[config.mk]
export PLATFORM = sky130hd
export DESIGN_NAME = load_store_unit
export DESIGN_NICKNAME = d
export VERILOG_FILES = /design/src/rtl/load_store_unit.sv
export SDC_FILE = /design/constraint.sdc
export NUM_CORES = 1
export LEC_CHECK = 0
export CAP_MARGIN = 25
export CELL_PAD_IN_SITES_DETAIL_PLACEMENT = 1
export CELL_PAD_IN_SITES_GLOBAL_PLACEMENT = 1
export CORE_MARGIN = 2
export CORE_UTILIZATION = 30
export CTS_CLUSTER_SIZE = 20
export DETAILED_ROUTE_END_ITERATION = 8
export PLACE_DENSITY_LB_ADDON = 0.1
export SKIP_LAST_GASP = 1
export SYNTH_ARGS = -nofsm -noshare
export SYNTH_HDL_FRONTEND = slang
export SYNTH_SLANG_ARGS = --single-unit
[constraint.sdc]
create_clock -name clk -period 3 [get_ports clk]
set_input_delay 0.3 -clock clk [delete_from_list [all_inputs] [get_ports clk]]
set_output_delay 0.3 -clock clk [all_outputs]
set_load 0.05 [all_outputs]
[src/rtl/load_store_unit.sv]
// Memory-stage load/store unit: issues aligned word accesses over a
// req/gnt/rvalid data-memory bus, lane-shifts store data, and aligns and
// extends load data into mem_data for writeback. The pipeline is stalled
// while an access is outstanding, and misaligned accesses are rejected
// without any bus activity.
module load_store_unit #(
    parameter int unsigned ADDR_W = 32
) (
    input  logic              clk,
    input  logic              rst,
    input  logic              ex_valid,
    input  logic              is_load,
    input  logic              is_store,
    input  logic [2:0]        funct3,
    input  logic [ADDR_W-1:0] addr,
    input  logic [31:0]       store_data,
    output logic              stall,
    output logic              done,
    output logic              misaligned,
    output logic [31:0]       mem_data,
    output logic              dmem_req,
    output logic              dmem_we,
    output logic [ADDR_W-1:0] dmem_addr,
    output logic [31:0]       dmem_wdata,
    output logic [3:0]        dmem_be,
    input  logic              dmem_gnt,
    input  logic              dmem_rvalid,
    input  logic [31:0]       dmem_rdata
);

    typedef enum logic [1:0] {
        IDLE = 2'd0,
        REQ  = 2'd1,
        WAIT = 2'd2,
        DONE = 2'd3
    } state_t;

    state_t state;
    state_t state_next;

    logic        start;
    logic        aligned;
    logic        accept;
    logic        reject;
    logic        stall_fsm;
    logic [31:0] lane_wdata;
    logic [3:0]  lane_be;
    logic [31:0] load_shifted;
    logic [31:0] load_ext;

    // Latched per-access context needed after the accept cycle
    logic [2:0]  op_funct3;
    logic [1:0]  op_lane;
    logic        op_load;

    // A simultaneous load+store is treated as a load
    assign start  = ex_valid & (is_load | is_store);
    assign accept = start & aligned & (state == IDLE);
    assign reject = start & ~aligned & (state == IDLE);

    // Size/alignment legality; unused size/sign encodings count as misaligned
    always_comb begin
        aligned = 1'b0;
        unique case (funct3)
            3'b000, 3'b100: aligned = 1'b1;
            3'b001, 3'b101: aligned = ~addr[0];
            3'b010:         aligned = (addr[1:0] == 2'b00);
            default:        aligned = 1'b0;
        endcase
    end

    // Store lane replication and byte enables (loads reuse the size-based enables)
    always_comb begin
        lane_wdata = 32'h0;
        lane_be    = 4'h0;
        unique case (funct3[1:0])
            2'b00: begin
                lane_wdata = {4{store_data[7:0]}};
                lane_be    = 4'(4'b0001 << addr[1:0]);
            end
            2'b01: begin
                lane_wdata = {2{store_data[15:0]}};
                lane_be    = 4'(4'b0011 << addr[1:0]);
            end
            default: begin
                lane_wdata = store_data;
                lane_be    = 4'b1111;
            end
        endcase
        if (is_load) begin
            lane_wdata = 32'h0;
        end
    end

    // Load lane extraction and sign/zero extension
    always_comb begin
        load_shifted = dmem_rdata >> {op_lane, 3'b000};
        load_ext     = dmem_rdata;
        unique case (op_funct3)
            3'b000:  load_ext = {{24{load_shifted[7]}}, load_shifted[7:0]};
            3'b100:  load_ext = {24'h0, load_shifted[7:0]};
            3'b001:  load_ext = {{16{load_shifted[15]}}, load_shifted[15:0]};
            3'b101:  load_ext = {16'h0, load_shifted[15:0]};
            default: load_ext = dmem_rdata;
        endcase
    end

    // FSM state register
    always_ff @(posedge clk or posedge rst) begin
        if (rst) begin
            state <= IDLE;
        end else begin
            state <= state_next;
        end
    end

    // FSM next-state and combinational stall
    always_comb begin
        state_next = state;
        stall_fsm  = 1'b0;
        unique case (state)
            IDLE: begin
                if (accept) begin
                    state_next = REQ;
                    stall_fsm  = 1'b1;
                end
            end
            REQ: begin
                stall_fsm = 1'b1;
                if (dmem_gnt) begin
                    state_next = op_load ? WAIT : DONE;
                end
            end
            WAIT: begin
                stall_fsm = 1'b1;
                if (dmem_rvalid) begin
                    state_next = DONE;
                end
            end
            DONE: begin
                state_next = IDLE;
            end
            default: begin
                state_next = IDLE;
            end
        endcase
    end

    // Stall is forced low while reset is held, even if execute is requesting
    assign stall = stall_fsm & ~rst;

    // Registered outputs and latched access context
    always_ff @(posedge clk or posedge rst) begin
        if (rst) begin
            done       <= 1'b0;
            misaligned <= 1'b0;
            mem_data   <= 32'h0;
            dmem_req   <= 1'b0;
            dmem_we    <= 1'b0;
            dmem_addr  <= '0;
            dmem_wdata <= 32'h0;
            dmem_be    <= 4'h0;
            op_funct3  <= 3'b000;
            op_lane    <= 2'b00;
            op_load    <= 1'b0;
        end else begin
            dmem_req   <= (state_next == REQ);
            done       <= (state_next == DONE);
            misaligned <= reject;
            if (accept) begin
                dmem_addr  <= {addr[ADDR_W-1:2], 2'b00};
                dmem_we    <= is_store & ~is_load;
                dmem_wdata <= lane_wdata;
                dmem_be    <= lane_be;
                op_funct3  <= funct3;
                op_lane    <= addr[1:0];
                op_load    <= is_load;
            end
            if ((state == WAIT) && dmem_rvalid) begin
                mem_data <= load_ext;
            end
        end
    end

endmodule

# After elaboration in Yosys (flattened, before gate mapping)
# Cells that the tools add are included.
[word_totals]
ff_bits = 110
wordCells = 61
in_bits = 106
[classes]
n_eq_ne = 13
n_mux = 12
n_reduce_logical = 9
bitwise_logic = 12
shifts = 3
[op_table]
columns = ["operator", "n"]
rows = [
  ["32-bit case mux with 4 select lines", 1],
  ["32-bit case mux with 2 select lines", 1],
  ["32-bit two-way mux", 1],
  ["32-bit by 5-bit right shift with 16-bit output", 1],
  ["3-bit equality test (second input constant)", 4],
  ["2-bit case mux with 4 select lines", 1],
  ["4-bit case mux with 2 select lines", 1],
  ["1-bit AND", 7],
  ["2-bit by 1-bit equality test with 1-bit output (second input constant)", 3],
  ["2-bit equality test (second input constant)", 3],
  ["3-bit by 1-bit equality test with 1-bit output (second input constant)", 2],
  ["2-bit logical NOT", 3],
  ["3-bit logical NOT", 2],
  ["2-bit two-way mux", 3],
  ["2-bit OR reduction", 3],
  ["1-bit inverter", 4],
  ["1-bit by 2-bit left shift with 4-bit output (first input constant)", 1],
  ["2-bit by 2-bit left shift with 4-bit output (first input constant)", 1],
  ["3-bit by 2-bit equality test with 1-bit output (second input constant)", 1],
  ["1-bit case mux with 3 select lines", 1],
  ["1-bit two-way mux", 2],
  ["1-bit case mux with 2 select lines", 1],
  ["1-bit logical AND", 1],
  ["1-bit OR", 1],
]

# Depth between registers and ports, before layout
[logic_depth]
word_depth = 8
mapped_depth = 8

# Least setup slack after synthesis
# Ideal clock, no wire load.
[synth_path]
path_type = "reg-to-output"
startpoint = "register state[0]"
endpoint = "output stall"
path_stages_with_launch = 7
t_arrival_ps = 2518
n_path_buf = 1
setup_slack_ps = 182
path_cell_list = "dfrtp_1 -> inv_1 -> ha_1 -> o211ai_1 -> o21bai_4 -> buf_2 -> a211oi_1"
[synth_via]
elab_chain_cells = 5
word_cells_on_any_way = 8
[synth_lines]
columns = ["element", "line", "source"]
rows = [
  ["start, declared", "38", "state_t state;"],
  ["start signal, assigned", "113", "state <= state_next;"],
  ["2-bit logical NOT", "58, 121", ""],
  ["1-bit AND", "58", "assign accept = start & aligned & (state == IDLE);"],
  ["1-bit two-way mux", "123", "if (accept) begin"],
  ["1-bit case mux with 2 select lines *", "121", "unique case (state)"],
  ["1-bit AND *", "150", "assign stall = stall_fsm & ~rst;"],
  ["end, declared", "17", "output logic stall,"],
]
# Every way passes the cells marked *; elsewhere a longest branch is shown, timed or not.

# Worst setup path in the final report
# Ends and elaborated chain as after synthesis.

==> impl_metrics.tcl <==
set metrics [dict create \
    status "completed" \
    worstMarginPinSlew_ns 0.8370 \
    grt_max_degree 85 \
    drtIter0Drc 185 \
    final_max_slew_viol_count 0 \
    detail_route.first_pass.iterations 4 \
    rsz0062_at_grt "no" \
    dp_hpwl_microns 12530 \
    finalCriticalPeriod_ns 2.578 \
    ys_seq_area_share_pct 51.66 \
    wire_per_inst_microns 18.34 \
    seqCellArea_sq_mm 0.002753 \
    synth_flop_cell "dfrtp_1" \
    yosys.area_share.simple_pct 14.37 \
    synth_top_family_by_area "simple AND/OR/NAND/NOR gates" \
    ir_drop_v 0.0005367 \
    drive_gt1_share_pct 11.16 \
    die_y_microns 137.3 \
    overflow 0 \
    multi_input_area_sq_mm 0.002337 \
    route.detailed.drc 0 \
    cp_slowest_cell "dfrtp_1" \
    grt_usage_pct 18.38 \
    die_w_microns 137.3 \
    max_slew_margin_pct 44.20 \
    critPathMaxFanout 7 \
    endpoint_kind "output pin" \
    htree_levels 3 \
    synth_edf_count 0 \
    syn_avg_cell_area_sq_um 10.43 \
    yosysWarnings 0 \
    drt.antenna.violating_nets 0 \
    path_class "reg2out" \
    area_growth_pct 48.34 \
    async_flop_share_pct 100.0 \
    num_io_pins 211 \
    arrival_ns 2.28 \
    fp.dieArea_sq_mm 0.01884 \
    final_nets 814 \
    routed_wl_microns 17110 \
    clkLatencyLatePin_ns 0.35 \
    post-place-cells 918 \
    syn_area_sq_mm 0.005329 \
    yosys.cell_count.top_type "dfrtp_1" \
    synth_cell_types 42 \
    p_leak_nw 3.362 \
    ys_ff_latch 110 \
    cts_tree "done" \
    max_freq_mhz 388.0 \
    cap_violations 0 \
    grt_pass1_wl_microns 26380 \
    num_vias 4547 \
    setup_viol 0 \
    crit_chain "inv_1 > ha_1 > o211ai_1 > o21bai_4 > a211oi_1 > buf_12" \
    cts-root-buf "clkbuf_16" \
    num_rows 48 \
    required_ns 2.70 \
    final-hold-violation-count 0 \
    fillers 1913 \
    min_path_cells 2 \
    cts_hold_buf 0 \
    cts_resized 0 \
    max_stage_delay_ns 0.44 \
    io_buffers 208 \
    synth_common_cells "110 x dfrtp_1, 79 x nand2_1, 43 x o21ai_0, 36 x mux2_2" \
    synth_area_leaders "dfrtp_1 52%, mux2_2 7.6%, mux2i_1 6.0%" \
    syn_inst 511 \
    instances_no_fill 933 \
    core_sq_mm 0.01736 \
    finalSetupTns_ns 0 \
    vias_per_cell 4.874 \
    clk_path_buf_depth 2 \
    synth.area.mux_share_pct 14.04 \
    r2r_cells 4 \
    cellPowerDensity_mw_per_mm2 1191 \
    skew_ns 0.006600 \
    cts_sinks 110 \
    synthXorXnorAreaFrac_pct 0 \
    yosysTopAreaCell "dfrtp_1" \
    period_share_pct 85.92 \
    place_congestion 0.7539 \
    antenna_found_initial 0 \
    hp-class "reg2reg" \
    start_kind "flop" \
    synth_compound_area_share_pct 14.37 \
    antenna_cells 0 \
    start_util_pct 30.70 \
    numCtsBuffers 9 \
    clk_pin_slew_ns 0.07 \
    synth_top_area_share_pct 51.66 \
    grt_pass1_vias 4824 \
    synthAdderAreaFrac_pct 0.9392 \
    post-cts-setup-buffer-count 0 \
]
layout make-up:
| class | count | area share (%) |
|---|---|---|
| Clock inverter | 4 | 0.9180 |
| Inverter | 10 | 0.5223 |
| Timing Repair Buffer | 219 | 27.67 |
| Sequential cell | 110 | 34.82 |
| Clock buffer | 11 | 2.944 |
| Tap cell | 225 | 3.561 |
| Multi-Input combinational cell | 354 | 29.57 |
stage by stage:
stage	hold WS [ns]	setup slack [ns]	instance area, sq um	util (%)	power [mW]
2_1_floorplan	0.4488	0.1816	5336	-	6.229
3_3_place_gp	0.4615	0.7517	7600	43.79	8.118
3_5_place_dp	0.4697	0.7194	7600	43.79	8.228
4_1_cts	0.4876	0.3942	7905	45.55	9.546
5_1_grt	0.5023	0.2381	7905	45.55	9.951
6_report	0.4806	0.4224	7905	45.55	9.415
placed cells by master, fill, tap and decap left out, types with 3 or more instances in the layout:
cell and n:
nor2b_1 3, and2_1 7, mux2_2 36, o21ai_0 43, mux2i_1 32, clkdlybuf4s50_1 207
dfrtp_1 110, nand2b_1 16, inv_1 9, ha_1 4, o31ai_1 16, o31ai_2 8
clkbuf_16 9, buf_4 10, nand3_1 32, nand2_1 79, nor2_1 25, a22oi_1 9
a21oi_1 19
power breakdown:
group / switching [mW] / internal [mW]
Sequential: 0.503 / 2.18
Combinational: 3.56 / 1.90
Clock: 0.539 / 0.728
Total: 4.61 / 4.81
critical path, delay by kind of cell (launching register included):
kind	cells	cell delay, ns
flip-flops	1	0.44
buffers and inverters	2	0.32
AO/OA/AOI/OAI	3	0.85
adder cells (fa/ha/maj)	1	0.31
path summary, 6_finish.rpt:
kind                                      startpoint                          to  slack, ns
hold reg to reg            dmem_wdata[3]$_DFFE_PP0P_   dmem_wdata[3]$_DFFE_PP0P_       0.48
min in group asynchronous                        rst  dmem_wdata[28]$_DFFE_PP0P_       0.56
max in group asynchronous                        rst    mem_data[26]$_DFFE_PP0P_       1.88
hold / removal             dmem_wdata[3]$_DFFE_PP0P_   dmem_wdata[3]$_DFFE_PP0P_       0.48
setup reg to reg              op_lane[1]$_DFFE_PP0P_    mem_data[29]$_DFFE_PP0P_       0.71
setup / recovery                  state[0]$_DFF_PP0_                       stall       0.42
registers in the layout, indices dropped and copies added (netlist names):
name        cells
dmem_wdata     32
mem_data       32
dmem_addr      30
dmem_be         4
op_funct3       3
op_lane         2
state           2
dmem_req        1
dmem_we         1
done            1
misaligned      1
op_load         1
routing by layer:
layer / global-route usage [%] / share of wire (%) / wire length (microns)
met1: 22.44 / 41 / 7066
met2: 30.51 / 49 / 8369
met3: 6.475 / 8.4 / 1432
met4: 5.556 / 1.4 / 240
met5: 0 / 0 / 0
cell families after synthesis:
family | Yosys count
buffers and inverters | 48
other | 1
flip-flops | 110
AO/OA/AOI/OAI | 111
multiplexers | 69
adder cells (fa/ha/maj) | 4
AND/OR/NAND/NOR | 168
(Power assumes the default switching activity.)
